==> config.mk <==
export PLATFORM = sky130hd
export DESIGN_NAME = char_reader
export DESIGN_NICKNAME = d
export VERILOG_FILES = /design/src/rtl/char_reader.sv
export SDC_FILE = /design/constraint.sdc
export NUM_CORES = 1
export LEC_CHECK = 0
export CORE_MARGIN = 1.5
export CORE_UTILIZATION = 55
export DETAILED_ROUTE_END_ITERATION = 10
export GPL_TIMING_DRIVEN = 0
export PLACE_DENSITY = 0.76
export SLEW_MARGIN = 20
export SYNTH_ARGS = -nofsm -noshare
export SYNTH_HDL_FRONTEND = slang
export SYNTH_SLANG_ARGS = --single-unit
==> constraint.sdc <==
create_clock -name clk -period 2.45 [get_ports clk]
set_input_delay 0.3675 -clock clk [delete_from_list [all_inputs] [get_ports clk]]
set_output_delay 0.3675 -clock clk [all_outputs]
set_load 0.02 [all_outputs]
==> src/rtl/char_reader.sv <==
// Host-side reader for the chargen character source: strobes chargen, checks the
// INITCHAR..LASTCHAR sequence, and buffers characters in a first-word-fall-through FIFO.
module char_reader #(
    parameter logic [7:0]  INITCHAR = "a",
    parameter logic [7:0]  LASTCHAR = "z",
    parameter int unsigned AW       = 3
) (
    input  logic          clk,
    input  logic          n_rst,
    input  logic          n_en,
    output logic          src_cs_n,
    output logic          src_wr_n,
    input  logic [7:0]    src_port,
    input  logic          n_rd,
    output logic [7:0]    dout,
    output logic          empty,
    output logic          full,
    output logic [AW:0]   count,
    output logic          err
);

    localparam int unsigned DEPTH   = 1 << AW;
    localparam logic [AW:0] DEPTH_C = (AW+1)'(DEPTH);

    localparam logic [1:0] IDLE = 2'd0;
    localparam logic [1:0] CAPT = 2'd1;
    localparam logic [1:0] ADV  = 2'd2;
    localparam logic [1:0] SETL = 2'd3;

    logic [1:0]    state_q, state_d;
    logic          cs_n_q, cs_n_d;
    logic [AW-1:0] wptr_q, wptr_d;
    logic [AW-1:0] rptr_q, rptr_d;
    logic [AW:0]   count_q, count_d;
    logic          empty_q, empty_d;
    logic          full_q, full_d;
    logic          err_q, err_d;
    logic [7:0]    exp_q, exp_d;
    logic [7:0]    mem_q [DEPTH];
    logic          push, pop;

    function automatic logic [7:0] nxt(input logic [7:0] c);
        return (c == LASTCHAR) ? INITCHAR : c + 8'd1;
    endfunction

    // Sequencer, FIFO bookkeeping and sequence checker
    always_comb begin
        state_d = state_q;
        wptr_d  = wptr_q;
        rptr_d  = rptr_q;
        count_d = count_q;
        err_d   = err_q;
        exp_d   = exp_q;

        case (state_q)
            IDLE:    if (!n_en && !full_q) state_d = CAPT;
            CAPT:    state_d = ADV;
            ADV:     state_d = SETL;
            SETL:    state_d = IDLE;
            default: state_d = IDLE;
        endcase

        cs_n_d = (state_d != ADV);

        // Only reachable from IDLE with full low, so a push never meets a full FIFO
        push = (state_q == CAPT);
        pop  = !n_rd && !empty_q;

        if (push) wptr_d = wptr_q + AW'(1);
        if (pop)  rptr_d = rptr_q + AW'(1);

        case ({push, pop})
            2'b10:   count_d = count_q + (AW+1)'(1);
            2'b01:   count_d = count_q - (AW+1)'(1);
            default: count_d = count_q;
        endcase

        empty_d = (count_d == '0);
        full_d  = (count_d == DEPTH_C);

        // On a match nxt(src_port) equals nxt(exp_q); on a mismatch it resyncs
        if (push) begin
            if (src_port != exp_q) err_d = 1'b1;
            exp_d = nxt(src_port);
        end
    end

    always_ff @(posedge clk or negedge n_rst) begin
        if (!n_rst) begin
            state_q <= IDLE;
            cs_n_q  <= 1'b1;
            wptr_q  <= '0;
            rptr_q  <= '0;
            count_q <= '0;
            empty_q <= 1'b1;
            full_q  <= 1'b0;
            err_q   <= 1'b0;
            exp_q   <= INITCHAR;
        end else begin
            state_q <= state_d;
            cs_n_q  <= cs_n_d;
            wptr_q  <= wptr_d;
            rptr_q  <= rptr_d;
            count_q <= count_d;
            empty_q <= empty_d;
            full_q  <= full_d;
            err_q   <= err_d;
            exp_q   <= exp_d;
        end
    end

    // Storage carries no reset; stale entries are unreachable once the pointers clear
    always_ff @(posedge clk) begin
        if (push) mem_q[wptr_q] <= src_port;
    end

    assign src_cs_n = cs_n_q;
    assign src_wr_n = 1'b1;
    assign dout     = mem_q[rptr_q];
    assign empty    = empty_q;
    assign full     = full_q;
    assign count    = count_q;
    assign err      = err_q;

endmodule

==> impl_results.md <==
- Status: finished, violations left
- Failing checks: hold timing
- Crit Path Max Fanout: 6
- HP Class: primary input to asynchronous set/reset pin
- Chip Width: around 86 um
- Post-Synthesis Cell Area: about 3800 um2
- Initial Utilization: 0.563
- Pins over their slew limit: 0
- Clk root buf: clkbuf_8
- Initial DRC count: 121
- Global-route usage over all layers: 0.206
- Worst-margin pin slew: 0.951 ns
- Minimum clock period: between 2 and 2.5 ns
- Number of flops mapped to enable cells by yosys: 64
- Largest net degree at the start of global routing: 25
- Register area share after synthesis: 0.669
- Post-route cell area: ~4400 um2
- Via count: between 2000 and 2500
- # H-tree levels: 3
- DRC Markers: 0
- Die Ht: around 86 um
- Fin crit share: 0.973
- Met3 Track Usage GR: 0.0452
- Non-filler cells in the finished layout: between 300 and 400
- WL/cell: between 20 and 25 um
- NumNets Final: between 200 and 300
- Ys flop type: edfxtp_1
- Total grt overflow: 0
- Number of inserted diodes: 0
- Clock Skew: 0.0119 ns
- RSZ-0062 raised after global routing: no
- Vias in the first global route: 2053
- Synthesis Warnings: 0
- Leading cell types in the layout, fill and taps excluded: 64 x edfxtp_1, 20 x nor2_1, 18 x dfrtp_1, 18 x clkdlybuf4s50_1, 16 x mux4_2
- Gpl congestion: 0.787
- Area delta synth->final: 17.7%
- Startpoint Class: flip-flop
- Crit Path Class: flip-flop to output pin
- WHS: -0.00652 ns
- Die footprint: roughly 7400 um2
- WP data required: 2.08 ns
- Vias per inst: roughly 5.7
- Routed Antenna Nets: 0
- Post-DP HPWL: around 4.5 mm
- Syn Inst Count: roughly 230
- Hold-fix buffers, CTS: 0
- Crit. End Element: output pin
- Area post-placement: between 4000 and 5000 um2
- Met1 Track Usage GR: 0.278
- First-pass GRT wire length: between 10 and 15 mm
- Distinct cells, synth: 34
- Bufs on Longest Clock Path: 2
- Clock transition at path regs: 0.09 ns
- Final Setup Violations: 0
- Final WL: just over 7 mm
- Drt pass-1 iters: 4
- TritonCTS Buffers: 9
- Rel. slew slack: 0.363
- I/O pin count: 29
- Most common cell after layout, fill and taps aside: edfxtp_1
- Std cell rows: 30
- Input/output buffers: 27
- Data arrival, critical path: just over 2 ns
- PnR Total Power: 5.58 mW
- Fmax: ~0.42 GHz
- Max Cap Viol: 0
- Grt peak-use layer: met2
- Initial antenna violation count: 0
- Power Dens Cells: 1260 nW/um2
- Grt met2 use: 0.340
- Post-synth ARST share: 0.273
- Core Util, Final: 0.662
- Syn nets: 247
- Leak: ~1.6 nW
- Avg Cell Area, Syn: 16.8 um2
- Clk_lat worst skew: roughly 0.36 ns
- Post-placement cell count: 332
- CTS Sinks: just under 90
- CTS tree: yes
- Core area: about 6700 um2
- Fin. Hold Viols: 4
- Seq cells post-synth: a little under 90
- Share of cells above drive strength 1: 0.285
- VDD IR max: around 0.66 mV
[state kept, by name (all words and copies together), names as in the netlist]
| register | count |
|---|---|
| mem_q | 64 |
| exp_q | 8 |
| count | 4 |
| rptr_q | 3 |
| wptr_q | 3 |
| state_q | 2 |
| empty | 1 |
| err | 1 |
| full | 1 |
| src_cs_n | 1 |
[per-stage QoR]
step	hold WS (ns)	setup TNS [ns]	setup slack, ns
global placement	0.451	-3.71	-0.474
detailed placement	0.451	-3.95	-0.500
CTS	0.482	0	0.00123
floorplan	0.0719	0	0.259
global route	0.0334	0	0.00407
finish	-0.00652	0	0.0673
[layout make-up]
cell class,count,area [um2]
inverters,6,22.5
flip-flops and latches,88,2530
repair buffers,34,295
multi-input cells,124,1200
fillers,466,2270
well taps,80,100
plain buffers,6,65.1
clock buffers,10,128
clock inverters,6,109
[cell families after synthesis]
family | share of synthesized area
other | 0.000992
muxes | 0.128
DFF | 0.669
adders and majority gates | 0.0331
and+or+nand+nor | 0.0679
buffers and inverters | 0.0166
AOI/OAI and AO/OA | 0.0314
xor gates and xnor gates | 0.0530
[synth_stat cells (2+ instances only)]
cell        n  area (um2)
nand2b_1    4        25.0
xor2_1      7        61.3
o21ai_0     2        10.0
nand2_1     7        26.3
clkbuf_1    3        11.3
nand3_1     2        10.0
buf_2       2        10.0
dfstp_2     5         131
nor2_1     20        75.1
o2bb2ai_1   5        43.8
dfrtp_1    19         475
xnor2_1    14         123
ha_1       10         125
nor2b_1     2        12.5
nor4b_1     2        17.5
a21oi_1     7        35.0
nand4_1     3        18.8
nor3_1      2        10.0
mux4_2     16         360
mux2_2     11         124
inv_1       6        22.5
edfxtp_1   64        1920
[metal layers]
metal / share of wire / vias to the layer above
met5: 0 / -
met4: 0.013 / 0
met3: 0.046 / 9
met2: 0.51 / 55
met1: 0.43 / 1030
li1: - / 932
[power breakdown]
| group | switching, mW | internal, mW |
|---|---|---|
| sequential | 0.252 | 1.95 |
| combinational | 1.09 | 1.11 |
| clock | 0.500 | 0.676 |
| total | 1.84 | 3.74 |
[what timing repair did]
action,in CTS,in global routing
gates cloned,0,1
setup buffers,5,1
pin swaps,0,1
setup endpoints to repair,8,9
resized for setup,34,7
[worst max-delay path, cell delays in order (launching register included)]
cell and delay [ns]:
dfrtp_1 0.41, buf_8 0.15, buf_12 0.13, mux4_2 0.50
mux2_2 0.29, buf_2 0.17
[final timing paths]
| check | startpoint | end | slack, ns | cells after the start |
|---|---|---|---|---|
| worst max-delay path | rptr_q[0] | dout[3] | 0.07 | 5 |
| worst min-delay path | n_rst | rptr_q[0] | -0.007 | 1 |
| worst max register to register | state_q[0] | full | 0.15 | 10 |
| worst min register to register | err | err | 0.47 | 1 |
| max in group asynchronous | n_rst | rptr_q[1] | 2.06 | 1 |
| min in group clk | err | err | 0.47 | 1 |
Power figures use the tool's default switching activity.
